## src/rtl/mem_access_ctrl_pkg.sv

```systemverilog
// Shared types and helpers for the byte-cell memory access controller.
package mem_access_pkg;

  localparam int CNT_W     = 3;
  localparam int SEL_MAX_W = 32;

  typedef enum logic [2:0] {
    IDLE,
    WR_DRIVE,
    RD_DRIVE,
    VFY_DRIVE,
    RESP
  } state_e;

  // Full-width one-hot; callers truncate to their cell count.
  function automatic logic [SEL_MAX_W-1:0] onehot(input logic [4:0] idx);
    onehot = {{(SEL_MAX_W-1){1'b0}}, 1'b1} << idx;
  endfunction

endpackage

```

## src/rtl/mem_addr_decoder.sv

```systemverilog
// Combinational byte-index decoder: one-hot cell select plus in-range flag.
module mem_addr_decoder #(
  parameter int ADDR_W    = 2,
  parameter int NUM_BYTES = 4
) (
  input  logic [ADDR_W-1:0]    addr_i,
  input  logic                 en_i,
  output logic [NUM_BYTES-1:0] sel_o,
  output logic                 in_range_o
);
  import mem_access_pkg::*;

  always_comb begin
    in_range_o = (32'(addr_i) < NUM_BYTES);
    sel_o      = '0;
    if (en_i && in_range_o) begin
      sel_o = NUM_BYTES'(onehot(5'(addr_i)));
    end
  end

endmodule

```

## src/rtl/mem_access_ctrl.sv

```systemverilog
// Request/response controller for the shared-bus byte-cell array.
// Optional write read-back check built with MEM_ACCESS_WRITE_VERIFY_EN.
module mem_access_ctrl #(
  parameter int DATA_W        = 8,
  parameter int ADDR_W        = 2,
  parameter int NUM_BYTES     = 4,
  parameter int SETTLE_CYCLES = 1
) (
  input  logic                 clk,
  input  logic                 rst_n,
  input  logic                 req_valid,
  output logic                 req_ready,
  input  logic                 req_we,
  input  logic [ADDR_W-1:0]    req_addr,
  input  logic [DATA_W-1:0]    req_wdata,
  output logic                 rsp_valid,
  input  logic                 rsp_ready,
  output logic [DATA_W-1:0]    rsp_rdata,
  output logic                 rsp_err,
  output logic [DATA_W-1:0]    mem_wdata,
  output logic [NUM_BYTES-1:0] mem_wr_sel,
  output logic                 mem_rd_en,
  output logic [NUM_BYTES-1:0] mem_rd_sel,
  input  logic [DATA_W-1:0]    mem_rdata
);
  import mem_access_pkg::*;

  state_e               state_q;
  logic [ADDR_W-1:0]    addr_q;
  logic [DATA_W-1:0]    wdata_q;
  logic [DATA_W-1:0]    rdata_q;
  logic [CNT_W-1:0]     cnt_q;
  logic                 req_ready_q;
  logic                 rsp_valid_q;
  logic                 rsp_err_q;
  logic                 rd_en_q;
  logic [NUM_BYTES-1:0] wr_sel_q;
  logic [NUM_BYTES-1:0] rd_sel_q;

  logic [ADDR_W-1:0]    dec_addr;
  logic [NUM_BYTES-1:0] dec_sel;
  logic                 dec_in_range;

  // The decoder sees the live request while idle, the held address afterwards.
  assign dec_addr = (state_q == IDLE) ? req_addr : addr_q;

  mem_addr_decoder #(
    .ADDR_W    (ADDR_W),
    .NUM_BYTES (NUM_BYTES)
  ) u_dec (
    .addr_i     (dec_addr),
    .en_i       (1'b1),
    .sel_o      (dec_sel),
    .in_range_o (dec_in_range)
  );

  always_ff @(posedge clk) begin
    if (!rst_n) begin
      state_q     <= IDLE;
      addr_q      <= '0;
      wdata_q     <= '0;
      rdata_q     <= '0;
      cnt_q       <= '0;
      req_ready_q <= 1'b1;
      rsp_valid_q <= 1'b0;
      rsp_err_q   <= 1'b0;
      rd_en_q     <= 1'b0;
      wr_sel_q    <= '0;
      rd_sel_q    <= '0;
    end else begin
      case (state_q)
        IDLE: begin
          if (req_valid && req_ready_q) begin
            addr_q      <= req_addr;
            req_ready_q <= 1'b0;
            if (!dec_in_range) begin
              state_q     <= RESP;
              rsp_valid_q <= 1'b1;
              rsp_err_q   <= 1'b1;
              rdata_q     <= '0;
            end else if (req_we) begin
              state_q  <= WR_DRIVE;
              wdata_q  <= req_wdata;
              wr_sel_q <= dec_sel;
            end else begin
              state_q  <= RD_DRIVE;
              rd_en_q  <= 1'b1;
              rd_sel_q <= dec_sel;
              cnt_q    <= CNT_W'(SETTLE_CYCLES);
            end
          end
        end
        WR_DRIVE: begin
          wr_sel_q <= '0;
`ifdef MEM_ACCESS_WRITE_VERIFY_EN
          state_q  <= VFY_DRIVE;
          rd_en_q  <= 1'b1;
          rd_sel_q <= dec_sel;
          cnt_q    <= CNT_W'(SETTLE_CYCLES);
`else
          state_q     <= RESP;
          rsp_valid_q <= 1'b1;
          rsp_err_q   <= 1'b0;
          rdata_q     <= '0;
`endif
        end
        RD_DRIVE, VFY_DRIVE: begin
          // Bus is sampled on the edge that ends the final settle cycle.
          if (cnt_q != '0) begin
            cnt_q <= cnt_q - CNT_W'(1);
          end else begin
            state_q     <= RESP;
            rd_en_q     <= 1'b0;
            rd_sel_q    <= '0;
            rsp_valid_q <= 1'b1;
            rdata_q     <= mem_rdata;
            rsp_err_q   <= (state_q == VFY_DRIVE) && (mem_rdata != wdata_q);
          end
        end
        RESP: begin
          if (rsp_ready) begin
            state_q     <= IDLE;
            req_ready_q <= 1'b1;
            rsp_valid_q <= 1'b0;
            rsp_err_q   <= 1'b0;
            rdata_q     <= '0;
          end
        end
        default: state_q <= IDLE;
      endcase
    end
  end

  assign req_ready  = req_ready_q;
  assign rsp_valid  = rsp_valid_q;
  assign rsp_rdata  = rdata_q;
  assign rsp_err    = rsp_err_q;
  assign mem_wdata  = wdata_q;
  assign mem_wr_sel = wr_sel_q;
  assign mem_rd_en  = rd_en_q;
  assign mem_rd_sel = rd_sel_q;

endmodule

```

## config.mk

```make
export PLATFORM = sky130hd
export DESIGN_NAME = mem_access_ctrl
export DESIGN_NICKNAME = d
export VERILOG_FILES = /design/src/rtl/mem_access_ctrl_pkg.sv /design/src/rtl/mem_addr_decoder.sv /design/src/rtl/mem_access_ctrl.sv
export SDC_FILE = /design/constraint.sdc
export NUM_CORES = 1
export LEC_CHECK = 0
export BUFFER_PORTS_ARGS = -buffer_cell sky130_fd_sc_hd__buf_4
export CORE_MARGIN = 4
export CORE_UTILIZATION = 53
export CTS_CLUSTER_SIZE = 28
export DETAILED_ROUTE_END_ITERATION = 6
export HOLD_SLACK_MARGIN = 0.1
export PLACE_DENSITY = 0.79
export SYNTH_ARGS = -nofsm -noshare
export SYNTH_HDL_FRONTEND = slang
export SYNTH_SLANG_ARGS = --single-unit
```

## constraint.sdc

```tcl
create_clock -name clk -period 3.46 [get_ports clk]
set_input_delay 0.692 -clock clk [delete_from_list [all_inputs] [get_ports clk]]
set_output_delay 0.692 -clock clk [all_outputs]
set_load 0.005 [all_outputs]
```

==> results of run 1 <==
==> path summary, 6_finish.rpt <==
kind / depth (start not counted) / slack [ns] / end / start
worst max-delay path: 4 / 1.68 / mem_rd_sel[1] / state_q[2]
worst min-delay path: 2 / 0.45 / mem_wr_sel[2] / mem_wr_sel[2]
worst max register to register: 4 / 1.68 / mem_rd_sel[1] / state_q[2]
worst min register to register: 2 / 0.45 / mem_wr_sel[2] / mem_wr_sel[2]
==> synthesized netlist by cell type, types with 3 or more instances <==
| cell type | number | area share (%) |
|---|---|---|
| sky130_fd_sc_hd__a21oi_1 | 5 | 1.6 |
| sky130_fd_sc_hd__a22o_1 | 3 | 1.7 |
| sky130_fd_sc_hd__and2_1 | 3 | 1.2 |
| sky130_fd_sc_hd__clkbuf_1 | 3 | 0.72 |
| sky130_fd_sc_hd__dfxtp_1 | 35 | 45 |
| sky130_fd_sc_hd__inv_1 | 5 | 1.2 |
| sky130_fd_sc_hd__mux2i_1 | 18 | 12 |
| sky130_fd_sc_hd__nand2_1 | 29 | 7.0 |
| sky130_fd_sc_hd__nand4_1 | 4 | 1.6 |
| sky130_fd_sc_hd__nor2_1 | 14 | 3.4 |
| sky130_fd_sc_hd__nor3_1 | 4 | 1.3 |
| sky130_fd_sc_hd__o21ai_0 | 4 | 1.3 |
| sky130_fd_sc_hd__o21ai_1 | 3 | 0.96 |
| sky130_fd_sc_hd__xnor2_1 | 8 | 4.5 |
==> final cells by class <==
| type | instances | area, um^2 | area share, % |
|---|---|---|---|
| repair buffers | 50 | 375 | 18.8 |
| well taps | 31 | 38.8 | 1.95 |
| inverters | 5 | 18.8 | 0.942 |
| flip-flops and latches | 35 | 701 | 35.2 |
| multi-input cells | 122 | 802 | 40.3 |
| clock buffers | 6 | 51.3 | 2.58 |
| clock inverters | 1 | 5.00 | 0.251 |
==> worst max-delay path, cell delays in order, from the launching register on <==
cell	delay, ns
sky130_fd_sc_hd__dfxtp_1	0.60
sky130_fd_sc_hd__nor2b_1	0.15
sky130_fd_sc_hd__and2_1	0.30
sky130_fd_sc_hd__o31a_1	0.38
sky130_fd_sc_hd__a22o_1	0.25
==> cell families after synthesis <==
logic type	Yosys count	share of synthesized area, %
mux	20	13.0
xor+xnor	9	5.05
fa+ha+maj	2	1.60
buf+inv	12	3.77
simple gates	68	21.8
flops	35	44.9
compound gates	23	9.94
==> routing by layer <==
layer	vias up	share of wire, %	global-route usage, %	wire (um)
met3	8	7.1	6.85	262
met4	0	1.6	7.69	59
met1	615	44	24.1	1620
met5	-	0	0	0
met2	59	47	32.3	1730
li1	677	-	-	-
==> registers in the layout (all words and copies together), names as in the netlist <==
signal / count
cnt_q: 3
rsp_err: 1
rsp_rdata: 8
mem_rd_sel: 4
rsp_valid: 1
mem_wr_sel: 4
mem_rd_en: 1
state_q: 3
addr_q: 1
req_ready: 1
mem_wdata: 8
==> stage by stage <==
stage               hold slack [ns]  worst slack [ns]  power, uW
floorplan                     0.435              1.80        527
global route                  0.490              1.58        846
finish                        0.452              1.68        801
detailed placement            0.441              1.54        584
global placement              0.437              1.60        578
CTS                           0.455              1.69        804
==> where the power goes <==
group	total, uW	internal (uW)	switching, uW	leakage, uW
combinational	139	70.9	68.1	0.000588
sequential	436	419	16.7	0.000284
clock	226	94.1	132	0.0000341
==> flow_summary.yaml, run 1 <==
logic_synthesis:
  ys_async_sr_fraction_pct: 0
  syn_inst: 169
  synthesis.nets: 194
  post_synthesis_cell_area_mm2: 0.00156
  synth.yosys.seq_area_share_pct: 44.9
  synth_edf_count: 0
  total_number_of_yosys_warnings: 0
  library_cells_used_by_synthesis: 39
  synthesis.area_per_instance_um2: 9.24
  synth_ff_type: "sky130_fd_sc_hd__dfxtp_1"
  synth.ff_latch_count: 35
cts:
  clkTransAtPathRegs_ns: 0.10
  cts_buffers: 5
  clock_tree.root_cell: "sky130_fd_sc_hd__clkbuf_4"
  cts.htree.levels: 2
  clock_latency_on_the_worst_skew_pair_ns: 0.33
  ctsHoldBuffers: 0
  cts_setup_buffers: 0
  clk_path_buf_depth: 2
  cts_num_sinks: 35
  cts_tree: "built"
  cts-resized-gates: 0
power_and_ir_drop:
  leakage_uw: 0.000906
  pwr_density_cell_mw_per_mm2: 402
  power.ir.vdd_worst_mv: 0.346
detailed_routing:
  wl_per_cell_um: 14.7
  drt_first_pass_iters: 4
  dr_total_vias: 1359
  drt-initial-drc-count: 47
  postRouteWirelength_mm: 3.67
  drtAntennaViolNets: 0
  remaining_design_rule_violation_count: 0
  routed_via_density: 5.44
final_layout:
  number_of_standard_cells_in_the_final_layout_excluding_fillers: 250
  layout_commonest_cell: "sky130_fd_sc_hd__buf_4"
  postLayoutCoreUtil_pct: 71.6
  layout_common_cells: "sky130_fd_sc_hd__buf_4, sky130_fd_sc_hd__dfxtp_1, sky130_fd_sc_hd__nand2_1"
  final.fill_count: 214
  final_net_count: 244
  area_growth_syn_to_layout_pct: 27.6
  final_design_area_no_fill_mm2: 0.00199
  insertedDiodeCount: 0
  layout-drive-gt1-share_pct: 29.2
die:
  start_util_pct: 56.1
  floorplan.die.height_um: 62.3
  placementRows: 19
  top_level_ports: 51
  die_x_um: 62.3
  core_region_area_mm2: 0.00278
  dieArea_mm2: 0.00388
global_routing:
  grt_pass1_vias: 1451
  grt_max_degree: 22
  antenna_violations_before_repair: 0
  grt_pass1_wl_mm: 6.31
  grt_usage_pct: 19.9
  grt_overflow_total: 0
setup_path:
  criticalPathCategory: "reg -> reg"
  cp-end-kind: "flop"
  worstPathRequired_ns: 3.69
  worst-path-max-fanout: 12
  start_kind: "flop"
  critPathArrivalTime_ns: 2.01
sta:
  final_min_period_over_clock_period_pct: 51.3
  maxClockFrequency_ghz: 0.563
  tightest_slew_ns: 0.428
  slew_violations: 0
  setup-violations-final: 0
  timing.final.hold_violations: 0
  slew_headroom_pct: 71.4
  finalCriticalPeriod_ns: 1.78
  setup_total_negative_slack_ns: 0
  grt_setup_unrepaired: "no"
  timing.clock.skew_ns: 0.00631
place:
  placedCellCount: 243
  gp_congestion: 0.863
  place_area_mm2: 0.00194
  detailedPlacementHpwl_mm: 2.81
  port_buffers: 50
job:
  maxCapViolations: 0
worst_hold_path:
  hp-class: "reg -> reg"
run_status:
  run_status: "complete, no violations"
No activity file was read; power rests on OpenSTA's default activity.
==> run 2: changes to the inputs <==
--- a/config.mk
+++ b/config.mk
@@ -5,13 +5,14 @@
 export SDC_FILE = /design/constraint.sdc
 export NUM_CORES = 1
 export LEC_CHECK = 0
+export ABC_AREA = 1
 export BUFFER_PORTS_ARGS = -buffer_cell sky130_fd_sc_hd__buf_4
 export CORE_MARGIN = 4
-export CORE_UTILIZATION = 53
+export CORE_UTILIZATION = 45
 export CTS_CLUSTER_SIZE = 28
 export DETAILED_ROUTE_END_ITERATION = 6
 export HOLD_SLACK_MARGIN = 0.1
-export PLACE_DENSITY = 0.79
+export PLACE_DENSITY = 0.7
 export SYNTH_ARGS = -nofsm -noshare
 export SYNTH_HDL_FRONTEND = slang
 export SYNTH_SLANG_ARGS = --single-unit
==> constraint.sdc (replaced) <==
create_clock -name clk -period 1.45 [get_ports clk]
set_input_delay 0.29 -clock clk [delete_from_list [all_inputs] [get_ports clk]]
set_output_delay 0.29 -clock clk [all_outputs]
set_load 0.005 [all_outputs]
==> flow_summary.yaml, run 2 <==
run_status:
  run_status: "complete, no violations"
cts:
  clk_path_buf_depth: 2
  clock_tree.root_cell: "sky130_fd_sc_hd__clkbuf_8"
  cts.htree.levels: 2
  cts_num_sinks: 36
  cts-resized-gates: 0
  ctsHoldBuffers: 0
  cts_tree: "built"
  clock_latency_on_the_worst_skew_pair_ns: 0.29
  clkTransAtPathRegs_ns: 0.07
  cts_buffers: 5
  cts_setup_buffers: 0
sta:
  final_min_period_over_clock_period_pct: 90.4
  maxClockFrequency_ghz: 0.763
  timing.clock.skew_ns: 0.00503
  setup-violations-final: 0
  slew_headroom_pct: 67.6
  setup_total_negative_slack_ns: 0
  hold_ws_ns: 0.241
  smallest_setup_slack_after_layout_ns: 0.139
  tightest_slew_ns: 0.486
  slew_violations: 0
  finalCriticalPeriod_ns: 1.31
  grt_setup_unrepaired: "no"
  timing.final.hold_violations: 0
detailed_routing:
  remaining_design_rule_violation_count: 0
  dr_total_vias: 1608
  routed_via_density: 4.80
  drt-initial-drc-count: 84
  postRouteWirelength_mm: 3.95
  drtAntennaViolNets: 0
  drt_first_pass_iters: 4
  wl_per_cell_um: 11.8
global_routing:
  antenna_violations_before_repair: 0
  grt_overflow_total: 0
  grt_usage_pct: 18.4
  grt_pass1_vias: 1482
  grt_max_degree: 22
  grt_pass1_wl_mm: 6.47
setup_path:
  ff2ff_setup_slack_ns: 0.14
  worstPathRequired_ns: 1.63
  largest_delay_contributor_family_on_the_critical_path: "simple AND/OR/NAND/NOR gates"
  critical_path.n_buffers_inverters: 1
  rr_worst_depth: 8
  timing.rr.start: "state_q[1]"
  worstSetupEndpoint: "rsp_rdata[4]"
  worst-path-max-fanout: 11
  critical_path_cell_count: 8
  criticalPathCategory: "reg -> reg"
  critPathArrivalTime_ns: 1.49
  timing.critical_path.slowest_cell_delay_ns: 0.32
  cp_cell_sequence: "inv_2 > nand2_2 > nor2_2 > nand2_1 > nand2_1 > nand2_4 > o21ai_0 > nor2_1"
  worst_path_max_delay_cell: "sky130_fd_sc_hd__dfxtp_1"
  cp-end-kind: "flop"
  timing.critical_path.from: "state_q[1]"
  reg2reg_to: "rsp_rdata[4]"
  start_kind: "flop"
  crit_top_cell: "sky130_fd_sc_hd__nand2_1"
logic_synthesis:
  synth.ff_latch_count: 36
  synthesis.nets: 262
  synthMostInstantiatedCell: "sky130_fd_sc_hd__nand2_1"
  library_cells_used_by_synthesis: 24
  synthesis.area_per_instance_um2: 7.03
  synth.yosys.seq_area_share_pct: 43.3
  post_synthesis_cell_area_mm2: 0.00167
  ys_async_sr_fraction_pct: 0
  post_synth_most_frequent_cells: "sky130_fd_sc_hd__nand2_1, sky130_fd_sc_hd__nor2_1, sky130_fd_sc_hd__dfxtp_1"
  syn_inst: 237
  total_number_of_yosys_warnings: 0
  ys_top_cells_by_area: "sky130_fd_sc_hd__dfxtp_1, sky130_fd_sc_hd__nand2_1, sky130_fd_sc_hd__nor2_1"
  synth_edf_count: 0
  synth_ff_type: "sky130_fd_sc_hd__dfxtp_1"
  synth_top_area_share_pct: 43.3
  synth_largest_area_cell: "sky130_fd_sc_hd__dfxtp_1"
place:
  place_area_mm2: 0.00206
  port_buffers: 50
  place_ws_ns: 0.0990
  gp_congestion: 0.857
  detailedPlacementHpwl_mm: 2.91
final_layout:
  layout-drive-gt1-share_pct: 26.3
  area_growth_syn_to_layout_pct: 30.9
  layout_common_cells: "sky130_fd_sc_hd__buf_4, sky130_fd_sc_hd__nand2_1, sky130_fd_sc_hd__nor2_1"
  layout_commonest_cell: "sky130_fd_sc_hd__buf_4"
  layout.area.seq_um2: 723
  final.fill_count: 336
  final_net_count: 314
  insertedDiodeCount: 0
  multiInputGateArea_um2: 801
  final_design_area_no_fill_mm2: 0.00218
power_and_ir_drop:
  pwr_density_cell_mw_per_mm2: 1190
  leakage_uw: 0.00105
  power.ir.vdd_worst_mv: 0.612
die:
  top_level_ports: 51
  core_region_area_mm2: 0.00344
  placementRows: 21
  die_x_um: 68.8
  dieArea_mm2: 0.00474
  start_util_pct: 48.4
  floorplan.die.height_um: 68.8
worst_hold_path:
  hp-class: "in -> reg"
  whs_path_depth: 3
job:
  maxCapViolations: 0
## run 2: area by class of cell
type	count	area share [%]
clock buffer	7	4.42
sequential	36	33.2
inverter	31	5.80
multi-input combinational	165	36.7
timing repair buffer	50	17.2
tap	46	2.64
## run 2: worst min path at each step
stage	startpoint	end	slack [ns]
floorplan	rsp_ready	req_ready	0.43
global placement	mem_rd_sel[1]	mem_rd_sel[1]	0.45
detailed placement	mem_rd_sel[0]	mem_rd_sel[0]	0.46
CTS	req_wdata[5]	mem_wdata[5]	0.23
global route	req_wdata[5]	mem_wdata[5]	0.23
finish	req_wdata[3]	mem_wdata[3]	0.24
## run 2: through the flow
| stage | power (uW) | cells | utilization [%] |
|---|---|---|---|
| floorplan | 1590 | 237 | - |
| global placement | 1830 | 328 | 60.0 |
| detailed placement | 1830 | 328 | 60.0 |
| CTS | 2610 | 335 | 62.8 |
| global route | 2770 | 335 | 63.3 |
| finish | 2590 | 335 | 63.3 |
## run 2: logic make-up after synthesis
| family | synth area share, % |
|---|---|
| flip-flops | 43.3 |
| AO/OA/AOI/OAI | 11.7 |
| adder cells (fa/ha/maj) | 1.50 |
| XOR/XNOR | 3.16 |
| buffers and inverters | 9.24 |
| AND/OR/NAND/NOR | 31.1 |
## run 2: power breakdown
group	switching [uW]	total [uW]	leakage [uW]	internal, uW
clock	347	770	0.0000503	423
combinational	368	656	0.000706	288
sequential	68.6	1160	0.000295	1090
## run 2: worst reg2reg max path, delay by kind of cell (launching register included)
family	cells	cell delay [ns]
buffers and inverters	1	0.13
AO/OA/AOI/OAI	1	0.19
AND/OR/NAND/NOR	6	0.58
flip-flops	1	0.32
## run 2: per-layer routing
layer	GRT usage [%]	share of wire (%)	wire (um)
met5	0	0	0
met4	7.30	1.7	68
met3	6.00	8.4	331
met2	29.4	44	1740
met1	22.8	46	1820
==> run 3: changes to the inputs <==
--- a/config.mk
+++ b/config.mk
@@ -8,11 +8,11 @@
 export ABC_AREA = 1
 export BUFFER_PORTS_ARGS = -buffer_cell sky130_fd_sc_hd__buf_4
 export CORE_MARGIN = 4
-export CORE_UTILIZATION = 45
+export CORE_UTILIZATION = 50
 export CTS_CLUSTER_SIZE = 28
 export DETAILED_ROUTE_END_ITERATION = 6
-export HOLD_SLACK_MARGIN = 0.1
-export PLACE_DENSITY = 0.7
+export HOLD_SLACK_MARGIN = 0.15
+export PLACE_DENSITY = 0.8
 export SYNTH_ARGS = -nofsm -noshare
 export SYNTH_HDL_FRONTEND = slang
 export SYNTH_SLANG_ARGS = --single-unit
==> constraint.sdc (replaced) <==
create_clock -name clk -period 1.4 [get_ports clk]
set_input_delay 0.28 -clock clk [delete_from_list [all_inputs] [get_ports clk]]
set_output_delay 0.28 -clock clk [all_outputs]
set_load 0.005 [all_outputs]
==> flow_summary.yaml, run 3 (synthesis gave the netlist of run 2 again) <==
detailed_routing:
  postRouteWirelength_mm: 3.92
  drtAntennaViolNets: 0
  drt_first_pass_iters: 4
  remaining_design_rule_violation_count: 0
  dr_total_vias: 1647
  wl_per_cell_um: 11.7
  routed_via_density: 4.93
  drt-initial-drc-count: 82
global_routing:
  grt_overflow_total: 0
  grtUsageMet3_pct: 4.79
  global_route.usage.met2_pct: 35.2
  grt_usage_pct: 20.0
  global_route.peak_usage_layer: "met2"
  grt_pass1_wl_mm: 6.71
  grt_pass1_vias: 1588
  gr-usage-met1_pct: 22.3
  grt_max_degree: 22
  antenna_violations_before_repair: 0
cts:
  cts_num_sinks: 36
  cts_tree: "built"
  clkTransAtPathRegs_ns: 0.11
  clock_latency_on_the_worst_skew_pair_ns: 0.34
  cts.htree.levels: 2
  clk_path_buf_depth: 2
  clock_tree.root_cell: "sky130_fd_sc_hd__clkbuf_4"
  cts_setup_buffers: 0
  cts_buffers: 5
sta:
  timing.final.hold_violations: 0
  hold_ws_ns: 0.163
  final_min_period_over_clock_period_pct: 93.1
  finalCriticalPeriod_ns: 1.30
  tightest_slew_ns: 0.502
  slew_violations: 0
  maxClockFrequency_ghz: 0.767
  slew_headroom_pct: 66.5
  setup-violations-final: 0
  timing.clock.skew_ns: 0.0103
final_layout:
  final_design_area_no_fill_mm2: 0.00215
  insertedDiodeCount: 0
  layout-drive-gt1-share_pct: 27.6
  layout_commonest_cell: "sky130_fd_sc_hd__buf_4"
  layout_common_cells: "sky130_fd_sc_hd__buf_4, sky130_fd_sc_hd__nand2_1, sky130_fd_sc_hd__nor2_1"
  final_net_count: 314
  area_growth_syn_to_layout_pct: 29.3
  postLayoutCoreUtil_pct: 68.8
  number_of_standard_cells_in_the_final_layout_excluding_fillers: 334
die:
  placementRows: 20
  top_level_ports: 51
  floorplan.die.height_um: 65.7
  dieArea_mm2: 0.00432
  start_util_pct: 53.2
  die_x_um: 65.7
  core_region_area_mm2: 0.00313
setup_path:
  timing.rr.start: "state_q[1]"
  reg2reg_to: "mem_wr_sel[0]"
  worst-path-max-fanout: 17
  ff2ff_setup_slack_ns: 0.1
  rr_worst_depth: 7
  critPathArrivalTime_ns: 1.59
  start_kind: "flop"
  cp-end-kind: "flop"
  criticalPathCategory: "reg -> reg"
  worstPathRequired_ns: 1.68
power_and_ir_drop:
  switching_power_uw: 817
  clock_power_share_pct: 23.8
  power.sequential.fraction_pct: 48.4
  power.ir.vdd_worst_mv: 0.789
  sw_frac_of_total_pct: 32.8
  power_report.internal_total_uw: 1680
  combinationalPowerShare_pct: 27.9
  leakage_uw: 0.00105
  pwr_density_cell_mw_per_mm2: 1160
worst_hold_path:
  whs_path_depth: 3
  hp-class: "in -> reg"
  whs_endpoint: "mem_wdata[3]"
  holdCritStartpoint: "req_wdata[3]"
place:
  port_buffers: 50
  place_area_mm2: 0.00206
  placedCellCount: 326
  detailedPlacementHpwl_mm: 2.98
  gp_congestion: 0.888
job:
  maxCapViolations: 0
run_status:
  run_status: "complete, no violations"
-- run 3: layout make-up --
cell class | count | area, um^2
clock buffers | 6 | 51.3
clock inverters | 2 | 10.0
fillers | 274 | 975
inverters | 31 | 129
multi-input cells | 165 | 808
flip-flops and latches | 36 | 724
well taps | 44 | 55.1
repair buffers | 50 | 375
-- run 3: stage by stage --
step           setup TNS (ns)  total power, uW  setup WS [ns]
5_1_grt              -0.00844             2660       -0.00768
2_1_floorplan               0             1640          0.237
6_report                    0             2490         0.0963
4_1_cts                     0             2480         0.0699
3_5_place_dp                0             1900         0.0845
3_3_place_gp                0             1880         0.0985
-- run 3: worst max path at each step --
stage | startpoint | to
after floorplan | state_q[1] | rsp_rdata[0]
after global placement | cnt_q[0] | rsp_rdata[0]
after detailed placement | cnt_q[0] | rsp_rdata[1]
after CTS | cnt_q[0] | rsp_rdata[1]
after global routing | cnt_q[1] | mem_rd_sel[1]
final | state_q[1] | mem_wr_sel[0]
-- run 3: what timing repair did --
action / CTS / global route
gates resized for setup: 0 / 16
hold buffers: 0 / 0
endpoints found under the hold margin: 0 / 0
setup endpoints to repair: 0 / 12
-- run 3: critical path: stages, from the launching register on --
cell and delay (ns):
sky130_fd_sc_hd__dfxtp_2 0.34, sky130_fd_sc_hd__inv_2 0.12, sky130_fd_sc_hd__nand3_4 0.14, sky130_fd_sc_hd__nor2_4 0.14, sky130_fd_sc_hd__nand2_4 0.13, sky130_fd_sc_hd__clkinv_2 0.14
sky130_fd_sc_hd__nand3_1 0.09, sky130_fd_sc_hd__a21oi_1 0.13
-- run 3: per-layer routing --
layer | up-vias | routed length, um
met5 | - | 0
met4 | 0 | 102
met3 | 12 | 255
met2 | 46 | 1820
met1 | 734 | 1730
li1 | 855 | -
-- run 3: power by group through the flow --
stage,clock network (uW),registers [uW],logic [uW]
floorplan,0,1220,420
global placement,0,1220,657
detailed placement,0,1230,670
CTS,607,1200,672
global route,652,1220,788
finish,593,1210,695
